## src/rtl/ebus_diag_master.sv

```systemverilog
// EBUS diagnostic-function initiator: issues one ds/diagStrobe transaction per req.
// Optional read parity checking is enabled by defining EBUS_DIAG_PARITY_EN.
module ebus_diag_master #(
  parameter int SETUP_CYC  = 2,
  parameter int STROBE_CYC = 4,
  parameter int HOLD_CYC   = 2
) (
  input  logic        clk,
  input  logic        RESET,
  input  logic        req,
  input  logic [0:6]  func,
  input  logic [0:35] wdata,
  output logic        busy,
  output logic        done,
  output logic [0:35] rdata,
  output logic        perr,
  output logic [0:6]  ebus_ds,
  output logic        ebus_strobe,
  output logic        ebus_drive,
  output logic [0:35] ebus_dout,
  input  logic [0:35] ebus_din,
  input  logic        ebus_par_in
);

  typedef enum logic [2:0] {
    S_IDLE,
    S_SETUP,
    S_STROBE,
    S_HOLD,
    S_DONE
  } state_t;

  state_t      state, state_nx;
  logic [7:0]  cnt, cnt_nx;
  logic [0:6]  func_q;
  logic [0:35] wdata_q;
  logic        active;
  logic        capture;

  always_ff @(posedge clk or posedge RESET) begin
    if (RESET) begin
      state <= S_IDLE;
      cnt   <= '0;
    end else begin
      state <= state_nx;
      cnt   <= cnt_nx;
    end
  end

  always_comb begin
    state_nx = state;
    cnt_nx   = cnt;
    case (state)
      S_IDLE: begin
        cnt_nx = '0;
        if (req) begin
          state_nx = S_SETUP;
          cnt_nx   = 8'(SETUP_CYC - 1);
        end
      end
      S_SETUP: begin
        if (cnt == '0) begin
          state_nx = S_STROBE;
          cnt_nx   = 8'(STROBE_CYC - 1);
        end else begin
          cnt_nx = cnt - 8'd1;
        end
      end
      S_STROBE: begin
        if (cnt == '0) begin
          state_nx = S_HOLD;
          cnt_nx   = 8'(HOLD_CYC - 1);
        end else begin
          cnt_nx = cnt - 8'd1;
        end
      end
      S_HOLD: begin
        if (cnt == '0) begin
          state_nx = S_DONE;
          cnt_nx   = '0;
        end else begin
          cnt_nx = cnt - 8'd1;
        end
      end
      S_DONE: begin
        state_nx = S_IDLE;
        cnt_nx   = '0;
      end
      default: begin
        state_nx = S_IDLE;
        cnt_nx   = '0;
      end
    endcase
  end

  always_ff @(posedge clk or posedge RESET) begin
    if (RESET) begin
      func_q  <= '0;
      wdata_q <= '0;
    end else if (state == S_IDLE && req) begin
      func_q  <= func;
      wdata_q <= wdata;
    end
  end

  // Read data is sampled on the edge that closes the final strobe cycle.
  assign capture = (state == S_STROBE) && (cnt == '0) && func_q[0];

  always_ff @(posedge clk or posedge RESET) begin
    if (RESET) begin
      rdata <= '0;
    end else if (capture) begin
      rdata <= ebus_din;
    end
  end

`ifdef EBUS_DIAG_PARITY_EN
  always_ff @(posedge clk or posedge RESET) begin
    if (RESET) begin
      perr <= 1'b0;
    end else if (capture) begin
      perr <= ~(^ebus_din ^ ebus_par_in);
    end
  end
`else
  logic unused_par;
  assign unused_par = ebus_par_in;
  assign perr       = 1'b0;
`endif

  // Bus outputs decode directly from state so reset removes them immediately.
  always_comb begin
    active      = (state == S_SETUP) || (state == S_STROBE) || (state == S_HOLD);
    busy        = (state != S_IDLE);
    done        = (state == S_DONE);
    ebus_ds     = active ? func_q : '0;
    ebus_strobe = (state == S_STROBE);
    ebus_drive  = active && !func_q[0];
    ebus_dout   = (active && !func_q[0]) ? wdata_q : '0;
  end

endmodule

```

## config.mk

```make
export PLATFORM = sky130hd
export DESIGN_NAME = ebus_diag_master
export DESIGN_NICKNAME = d
export VERILOG_FILES = /design/src/rtl/ebus_diag_master.sv
export SDC_FILE = /design/constraint.sdc
export NUM_CORES = 1
export LEC_CHECK = 0
export BUFFER_PORTS_ARGS = -buffer_cell sky130_fd_sc_hd__buf_2
export CORE_MARGIN = 2
export CORE_UTILIZATION = 52
export DETAILED_ROUTE_END_ITERATION = 10
export PLACE_DENSITY = 0.83
export REMOVE_ABC_BUFFERS = 1
export SYNTH_ARGS = -nofsm -noshare
export SYNTH_HDL_FRONTEND = slang
export SYNTH_SLANG_ARGS = --single-unit
```

## constraint.sdc

```tcl
create_clock -name clk -period 7 [get_ports clk]
set_clock_uncertainty 0.1 [all_clocks]
set_input_delay 1.75 -clock clk [delete_from_list [all_inputs] [get_ports clk]]
set_output_delay 1.75 -clock clk [all_outputs]
set_load 0.005 [all_outputs]
```

After elaboration in Yosys (flattened, before gate mapping)
Index checks and enable logic that the tools add are counted.
- add/sub/neg operators: 1
- equal/unequal tests: 8
- muxes and demuxes: 12
- reduce and logical (&&, ||, !) cells: 11
- operators with widths (cell ; number):
    two-way mux 36 bit ; 1
    one-hot mux 8 bit (4 select lines) ; 1
    two-way mux 8 bit ; 3
    two-way mux 3 bit ; 4
    one-hot mux 3 bit (4 select lines) ; 1
    zero test 8 bit ; 1
    subtractor 8 x 1 -> 8 bit, second input constant ; 1
    two-way mux 7 bit ; 1
    == test 3 x 2 -> 1 bit, second input constant ; 2
    inequality test 2 bit, second input constant ; 3
    logical AND 1 bit ; 4
    AND reduction 4 bit ; 1
    == test 3 x 1 -> 1 bit, second input constant ; 1
    == test 3 bit, second input constant ; 1
    zero test 3 bit ; 1
    nonzero test 3 bit ; 1
    logical OR 1 bit ; 2
    inequality test 2 x 1 -> 1 bit, second input constant ; 1
    zero test 1 bit ; 1
    two-way mux 1 bit ; 1
- register bits after elaboration: 90
- input port bits: 83
- output and inout bits: 84
- logic and storage cells: 37

Logic depth before layout (Yosys ltp)
Gate-level depths: netlist of the first run.
- word-level depth: 5
- depth in mapped cells: 6
- depth with buffers taken out: 5

Worst setup path after synthesis of the first run
No wires, ideal clock.
- path type: flip-flop to output port
- start point: register state[0]
- end point: output ebus_dout[10] in the netlist's numbering
- arrival: 1.495 ns
- slack: 3.655 ns
- cell stages (with the launch flop): 6
- cells stage by stage: dfrtp_1 clkbuf_1 o21bai_1 nor2_1 clkbuf_1 and2_1
- longest elaborated chain between the ends: 5
- ends and longest elaborated chain (element ; line ; RTL):
    start: declaration ; 33 ; state_t state, state_nx;
    start signal: assignment ; 45 ; state <= state_nx;
    == test 3 x 1 -> 1 bit or == test 3 x 2 -> 1 bit (tied branches) ; 133 ; active = (state == S_SETUP) || (state == S_STROBE) || (state == S_HOLD);
    logical OR 1 bit ; 133 ;
    logical OR 1 bit * ; 133 ;
    logical AND 1 bit * ; 139 ; ebus_dout = (active && !func_q[0]) ? wdata_q : '0;
    two-way mux 36 bit * ; 139 ;
    end: declaration ; 20 ; output logic [0:35] ebus_dout,
Every way passes the cells marked *; elsewhere a longest branch is shown, timed or not.

Worst setup path in the final report of the first run
- start point: register state[0]
- end point: output ebus_dout[28] in the netlist's numbering
Same word-level chain as after synthesis.

==> impl_metrics.csv, run 1 <==
group,metric,value,unit
setup_path,crit_type,"reg -> out",
setup_path,critPathLaunch,"state[0]",
clock_tree,clockBufferDepth,2,
clock_tree,postCtsResizedCells,0,
clock_tree,cts-buffers-inserted,9,
synth,synth_xor_area_frac,0.006536,
setup_path,critical_path_peak_fanout,37,
synth,synth_cells,281,
synth,synth_top_family_by_area,"multiplexers",
clock_tree,cts.sinks,90,
power,swShare,0.3044,
setup_path,reg2reg_slack,4.28,ns
run,cap_violations,0,
power,seq_power_share,0.433,
placed_design,post_dp_cell_area,4890,sq um
clock_tree,post-cts-setup-buffer-count,0,
floorplanning,core,7607,sq um
setup_path,r2r_cells,5,
placed_design,post-dp-hpwl,5688,um
sta,setup_ws,3.038,ns
detailed_routing,drtAntennaViolNets,0,
power,clkPwrFrac,0.193,
setup_path,crit_arrival,2.11,ns
synth,synth_seq_cells,90,
sta,report.final.hold_viol_count,0,
global_route,gr-usage-met3,0.04766,
worst_hold_path,hold_path_startpoint,"wdata_q[0]",
power,max-vdd-ir-drop,0.1570,mV
setup_path,cp-start-kind,"register",
worst_hold_path,hold_end,"wdata_q[0]",
finish,areaGrowthSynthToFinish,26.80,%
finish,insertedDiodeCount,0,
floorplanning,design.die.area,8450,sq um
synth,muxShareOfSynthArea,0.2493,
sta,rsz0062_at_grt,"false",
floorplanning,chipHeight,91.93,um
synth,synth_warnings,0,
sta,tns,0,ns
finish,drive_above_1_share,0.5973,
clock_tree,cts_hold_buf,0,
sta,slew_violations,0,
sta,setup_viol,0,
clock_tree,cts_max_level,3,
global_route,antenna_found_initial,0,
global_route,grt_first_pass_wirelength,12980,um
placed_design,numPortBuffers,164,
synth,synth-adder-area-share,0.006225,
clock_tree,path_clk_slew,0.09,ns
sta,relSlewSlack,0.2230,
clock_tree,cts_root_buffer,"clkbuf_8",
global_route,grt_usage,0.1946,
placed_design,place_congestion,0.7092,
status,outcome,"completed",
synth,yosysSeqAreaShare,0.5602,
setup_path,reg2reg_to,"rdata[24]",
sta,fin_crit_sh,0.5660,
floorplanning,start_util,0.5285,
power,leakage,0.002584,uW
worst_hold_path,holdCritPathClass,"reg -> reg",
power,p_sw,589.1,uW
sta,fin_crit,3.962,ns
placed_design,pre_cts_slack,3.437,ns
setup_path,crit-reg2reg-launch,"cnt[0]",
clock_tree,clk_latency,0.34,ns
power,p_int,1346,uW
synth,synthSimpleGateAreaFrac,0.1142,
global_route,overflow,0,
worst_hold_path,hold_path_depth,1,
detailed_routing,drtPass1Iterations,4,
floorplanning,fp.dieW,91.93,um
synth,synthesis.area,4020,sq um
sta,worst_pin_slew,1.163,ns
global_route,grt_pass1_vias,2732,
sta,fmax,252.4,MHz
floorplanning,row_count,32,
detailed_routing,drtIter0Drc,58,
finish,final_nets,528,
detailed_routing,drc,0,
synth,synth-compound-area-share,0.03206,
global_route,use_met1,0.2561,
finish,fin_area,5097,sq um
global_route,grt_max_degree,91,
finish,fill_cells,578,
power,power.density,379.6,nW/um^2
synth,post_synth.cell_area_avg,14.31,sq um
floorplanning,pin_count,167,
detailed_routing,wl,7944,um
power,p_comb_frac,0.375,
setup_path,crit_path_end_kind,"output port",
detailed_routing,routedWlPerCell,14.47,um
synth,yosysUniqueCellTypes,37,
detailed_routing,vias_per_cell,4.878,
setup_path,crit_required,5.15,ns
global_route,top_usage_layer,"met2",
global_route,use_met2,0.3137,
detailed_routing,vias,2678,
clock_tree,cts_tree,"done",
## power groups by stage
stage / combinational [uW] / sequential, uW / clock [uW]
after global routing: 801 / 870 / 404
after floorplan: 452 / 822 / 0
final: 725 / 837 / 373
after CTS: 738 / 839 / 385
after global placement: 715 / 833 / 0
after detailed placement: 738 / 847 / 0
## state kept, by name, summed over array words and instances, names as in the netlist
| name | flops |
|---|---|
| func_q | 7 |
| wdata_q | 36 |
| rdata | 36 |
| cnt | 8 |
| state | 3 |
## how the worst max path moves through the flow
stage	to	slack (ns)	depth (start not counted)
global placement	ebus_dout[28]	3.43	5
global route	ebus_dout[28]	2.86	5
floorplan	cnt[0]	2.81	1
finish	ebus_dout[28]	3.04	5
detailed placement	ebus_dout[28]	3.44	5
CTS	ebus_dout[28]	3.04	5
## stage by stage
stage / instances / hold slack (ns) / power (uW) / util
2_1_floorplan: 266 / 0.3490 / 1274 / -
3_3_place_gp: 534 / 0.3599 / 1548 / 0.6428
3_5_place_dp: 534 / 0.3841 / 1585 / 0.6428
4_1_cts: 549 / 0.4051 / 1962 / 0.6701
5_1_grt: 549 / 0.4089 / 2075 / 0.6701
6_report: 549 / 0.3971 / 1935 / 0.6701
## cell families (layout without fill, tap and decap cells)
group,count (synthesis),after routing
xor+xnor,3,3
flops,90,90
mux,79,79
buf+inv,21,187
fa+ha+maj,2,2
simple gates,68,68
other cells,1,1
compound gates,17,17
## critical path, cell delays in order (launching register included)
cell and delay [ns]:
dfrtp_1 0.50, o21bai_1 0.60, nor2_1 0.08, buf_4 0.25, and2_1 0.21, buf_2 0.13
## layout by cell type, fill, tap and decap left out, types with 2 or more instances in the layout
cell,n
bufinv_16,2
nor2_1,5
a211oi_1,2
mux2_2,46
xnor2_1,3
mux2_4,30
inv_1,5
ha_1,2
nand4_1,2
nor3_1,5
clkbuf_8,9
buf_4,2
nand4b_1,2
buf_2,164
a21bo_2,2
clkinv_2,2
clkinvlp_4,2
o21bai_1,2
nor3b_2,2
and2_1,43
nor3b_1,2
a21oi_1,4
dfrtp_1,90
mux2_1,3
## area by class of cell
class | instances | area, sq um | area share
clock buffer | 10 | 127.6 | 0.02504
sequential | 90 | 2252 | 0.4418
tap | 102 | 127.6 | 0.02504
inverter | 6 | 23.77 | 0.004664
timing repair buffer | 166 | 835.8 | 0.1640
clock inverter | 5 | 80.08 | 0.01571
multi-input combinational | 170 | 1650 | 0.3238
## cell usage after synthesis
cell type   n  area share
dfrtp_1    90        0.56
mux2_2     46        0.13
and2_1     43       0.067
mux2_4     30        0.11
inv_1       6      0.0056
buf_4       5      0.0093
clkbuf_1    5      0.0047
nor2_1      5      0.0047
nor3_1      5      0.0062
a21oi_1     4      0.0050
buf_6       3      0.0084
mux2_1      3      0.0084
xnor2_1     3      0.0065
a211oi_1    2      0.0037
a21bo_2     2      0.0050
buf_2       2      0.0025
ha_1        2      0.0062
nand4_1     2      0.0031
nand4b_1    2      0.0044
nor3b_1     2      0.0037
nor3b_2     2      0.0062
o21bai_1    2      0.0037
a211o_1     1      0.0022
a21boi_0    1      0.0019
a221oi_1    1      0.0022
a31o_2      1      0.0022
and2_2      1      0.0019
conb_1      1     0.00093
nand3_1     1      0.0012
nand4_4     1      0.0053
nor2_2      1      0.0016
nor4_4      1      0.0053
o211ai_1    1      0.0019
o311a_1     1      0.0025
o31ai_1     1      0.0019
or3_1       1      0.0016
or3b_2      1      0.0022
## routing by layer
metal / up-vias / routed length, um
met1: 1260 / 3512
met5: - / 0
li1: 1287 / -
met2: 122 / 3673
met4: 0 / 121
met3: 9 / 637
(Power assumes the default switching activity.)
==> inputs of run 2 (changes only) <==
--- a/config.mk
+++ b/config.mk
@@ -5,11 +5,12 @@
 export SDC_FILE = /design/constraint.sdc
 export NUM_CORES = 1
 export LEC_CHECK = 0
+export ABC_AREA = 1
 export BUFFER_PORTS_ARGS = -buffer_cell sky130_fd_sc_hd__buf_2
 export CORE_MARGIN = 2
-export CORE_UTILIZATION = 52
+export CORE_UTILIZATION = 49
 export DETAILED_ROUTE_END_ITERATION = 10
-export PLACE_DENSITY = 0.83
+export PLACE_DENSITY = 0.78
 export REMOVE_ABC_BUFFERS = 1
 export SYNTH_ARGS = -nofsm -noshare
 export SYNTH_HDL_FRONTEND = slang
==> constraint.sdc (replaced) <==
create_clock -name clk -period 4 [get_ports clk]
set_clock_uncertainty 0.1 [all_clocks]
set_input_delay 1 -clock clk [delete_from_list [all_inputs] [get_ports clk]]
set_output_delay 1 -clock clk [all_outputs]
set_load 0.005 [all_outputs]
==> run 2 against run 1 <==
Compared with the run above: core utilization shrank 3.2 points; count of clock-buffer cells in the layout shrank 1; via count grew 27%; sequential share of layout area shrank 1.6 points; flip-flop and latch count is the same; setup slack lost 2.3 ns; area after synthesis grew 5.0%; wire length grew 13%; critical path type unchanged; largest cell class unchanged.
==> impl_metrics.csv, run 2 <==
group,metric,value,unit
sta,slew_violations,0,
synth,synth.area.top_cells,"dfrtp_1 53%, inv_1 8.1%, o21ai_2 7.5%, nor2_1 5.9%, a21oi_1 5.6%",
synth,async_reset_ff_frac,1.000,
power,p_comb_frac,0.424,
floorplanning,pin_count,167,
sta,fin_crit_sh,0.8163,
sta,fmax,306.2,MHz
synth,synth_top_area_frac,0.5335,
floorplanning,start_util,0.5087,
global_route,grt_first_pass_wirelength,15350,um
power,power.density,747.4,nW/um^2
sta,rsz0062_at_grt,"false",
finish,fin_area,5291,sq um
synth,post_synth.cell_area_avg,9.020,sq um
finish,final_nets,711,
floorplanning,row_count,33,
detailed_routing,drtPass1Iterations,4,
finish,insertedDiodeCount,0,
synth,synth_cells,468,
sta,setup_viol,0,
synth,ys.flop_type,"dfrtp_1",
setup_path,reg2reg_to,"rdata[18]",
global_route,grt_max_degree,73,
power,leakage,0.003044,uW
clock_tree,cts_tree,"done",
setup_path,cp-start-kind,"register",
detailed_routing,vias,3412,
placed_design,post_dp_cell_area,5050,sq um
floorplanning,fp.dieW,96.82,um
finish,mostFrequentLayoutCell,"buf_2",
sta,report.final.hold_viol_count,0,
finish,reg_top3,"rdata (36), wdata_q (36), cnt (8)",
clock_tree,post-cts-setup-buffer-count,0,
floorplanning,chipHeight,96.82,um
placed_design,place_congestion,0.7504,
power,max-vdd-ir-drop,0.3777,mV
setup_path,r2r_cells,7,
finish,fin_cells,736,
sta,tns,0,ns
clock_tree,cts_root_buffer,"clkbuf_8",
sta,fin_crit,3.265,ns
synth,synth_warnings,0,
power,p_int,2464,uW
clock_tree,cts_hold_buf,0,
clock_tree,cts_max_level,3,
worst_hold_path,holdCritPathClass,"reg -> reg",
power,clkPwrFrac,0.187,
power,swShare,0.3770,
synth,yosysTopAreaCell,"dfrtp_1",
setup_path,crit-reg2reg-launch,"cnt[0]",
global_route,grt_pass1_vias,3489,
global_route,grt_usage,0.1993,
setup_path,crit_end,"ebus_dout[0]",
placed_design,post-dp-hpwl,6655,um
synth,yosysSeqAreaShare,0.5335,
detailed_routing,vias_per_cell,4.636,
clock_tree,clockBufferDepth,2,
synth,synthMostInstantiatedCell,"inv_1",
setup_path,crit_required,2.90,ns
detailed_routing,drtAntennaViolNets,0,
synth,synth_seq_cells,90,
clock_tree,path_clk_slew,0.09,ns
finish,areaGrowthSynthToFinish,25.34,%
detailed_routing,wl,8979,um
detailed_routing,routedWlPerCell,12.20,um
setup_path,crit_path_end_kind,"output port",
run,cap_violations,0,
power,p_sw,1491,uW
status,outcome,"completed",
placed_design,numPortBuffers,164,
placed_design,dp_cells,720,
detailed_routing,drtIter0Drc,79,
setup_path,crit_arrival,2.17,ns
setup_path,critical_path_peak_fanout,36,
setup_path,reg2reg_slack,1.55,ns
floorplanning,core,8299,sq um
finish,final_cell_mix,"164 x buf_2, 90 x inv_1, 90 x dfrtp_1, 66 x nor2_1, 47 x a21oi_1",
sta,worst_pin_slew,1.030,ns
synth,synth_commonest_cells,"91 x inv_1, 90 x dfrtp_1, 66 x nor2_1",
clock_tree,clk_latency,0.35,ns
global_route,antenna_found_initial,0,
floorplanning,design.die.area,9374,sq um
global_route,overflow,0,
sta,relSlewSlack,0.3135,
finish,drive_above_1_share,0.4374,
power,total_power,3955,uW
power,seq_power_share,0.389,
clock_tree,cts.sinks,90,
setup_path,critPathLaunch,"state[0]",
detailed_routing,drc,0,
setup_path,crit_type,"reg -> out",
synth,yosysUniqueCellTypes,28,
clock_tree,postCtsResizedCells,0,
synth,synth-edff-count,0,
synth,synthesis.area,4222,sq um
clock_tree,cts-buffers-inserted,9,
[run 2: worst min path at each step]
| stage | depth (start not counted) | slack [ns] | startpoint | to |
|---|---|---|---|---|
| final | 2 | 0.39 | rdata[20] | rdata[20] |
| after global routing | 2 | 0.42 | rdata[16] | rdata[16] |
| after CTS | 2 | 0.39 | rdata[20] | rdata[20] |
| after detailed placement | 2 | 0.36 | rdata[26] | rdata[26] |
| after global placement | 2 | 0.36 | rdata[5] | rdata[5] |
| after floorplan | 2 | 0.38 | rdata[10] | rdata[10] |
[run 2: logic make-up after synthesis]
| family | share of synthesized area |
|---|---|
| DFF | 0.5335 |
| adders and majority gates | 0.005927 |
| other | 0.0008883 |
| buffers and inverters | 0.1215 |
| AOI/OAI and AO/OA | 0.1375 |
| and+or+nand+nor | 0.1965 |
| xor gates and xnor gates | 0.004150 |
[run 2: worst max-delay path, cell delays in order, from the launching register on]
cell,delay (ns)
dfrtp_1,0.46
nor2_1,0.14
nor2_2,0.07
inv_2,0.17
nor2_4,0.05
inv_2,0.67
nor2_1,0.09
buf_2,0.16
[run 2: area by class of cell]
type | count | area (sq um)
Sequential cell | 90 | 2252
Multi-Input combinational cell | 264 | 1456
Clock buffer | 9 | 123.9
Inverter | 94 | 354.1
Clock inverter | 7 | 117.6
Timing Repair Buffer | 167 | 855.8
Tap cell | 105 | 131.4
Fill cell | 698 | 3008
[run 2: metal layers]
layer | wire (um) | track usage | up-vias
li1 | - | - | 1721
met1 | 3673 | 0.2305 | 1557
met2 | 4326 | 0.3376 | 124
met3 | 843 | 0.07659 | 10
met4 | 136 | 0.07151 | 0
met5 | 0 | 0 | -
[run 2: power groups by stage]
stage	combinational, uW	sequential (uW)	clock, uW
2_1_floorplan	1030	1550	0
3_5_place_dp	1710	1550	0
5_1_grt	1910	1590	799
3_3_place_gp	1630	1530	0
6_report	1680	1540	740
4_1_cts	1710	1540	762
[run 2: through the flow]
stage                       util  hold WS [ns]  setup slack (ns)
after detailed placement  0.6085        0.3633             1.117
after CTS                 0.6376        0.3882            0.7060
after floorplan                -        0.3792            0.5647
after global routing      0.6376        0.4161            0.5802
final                     0.6376        0.3867            0.7347
after global placement    0.6085        0.3606             1.154
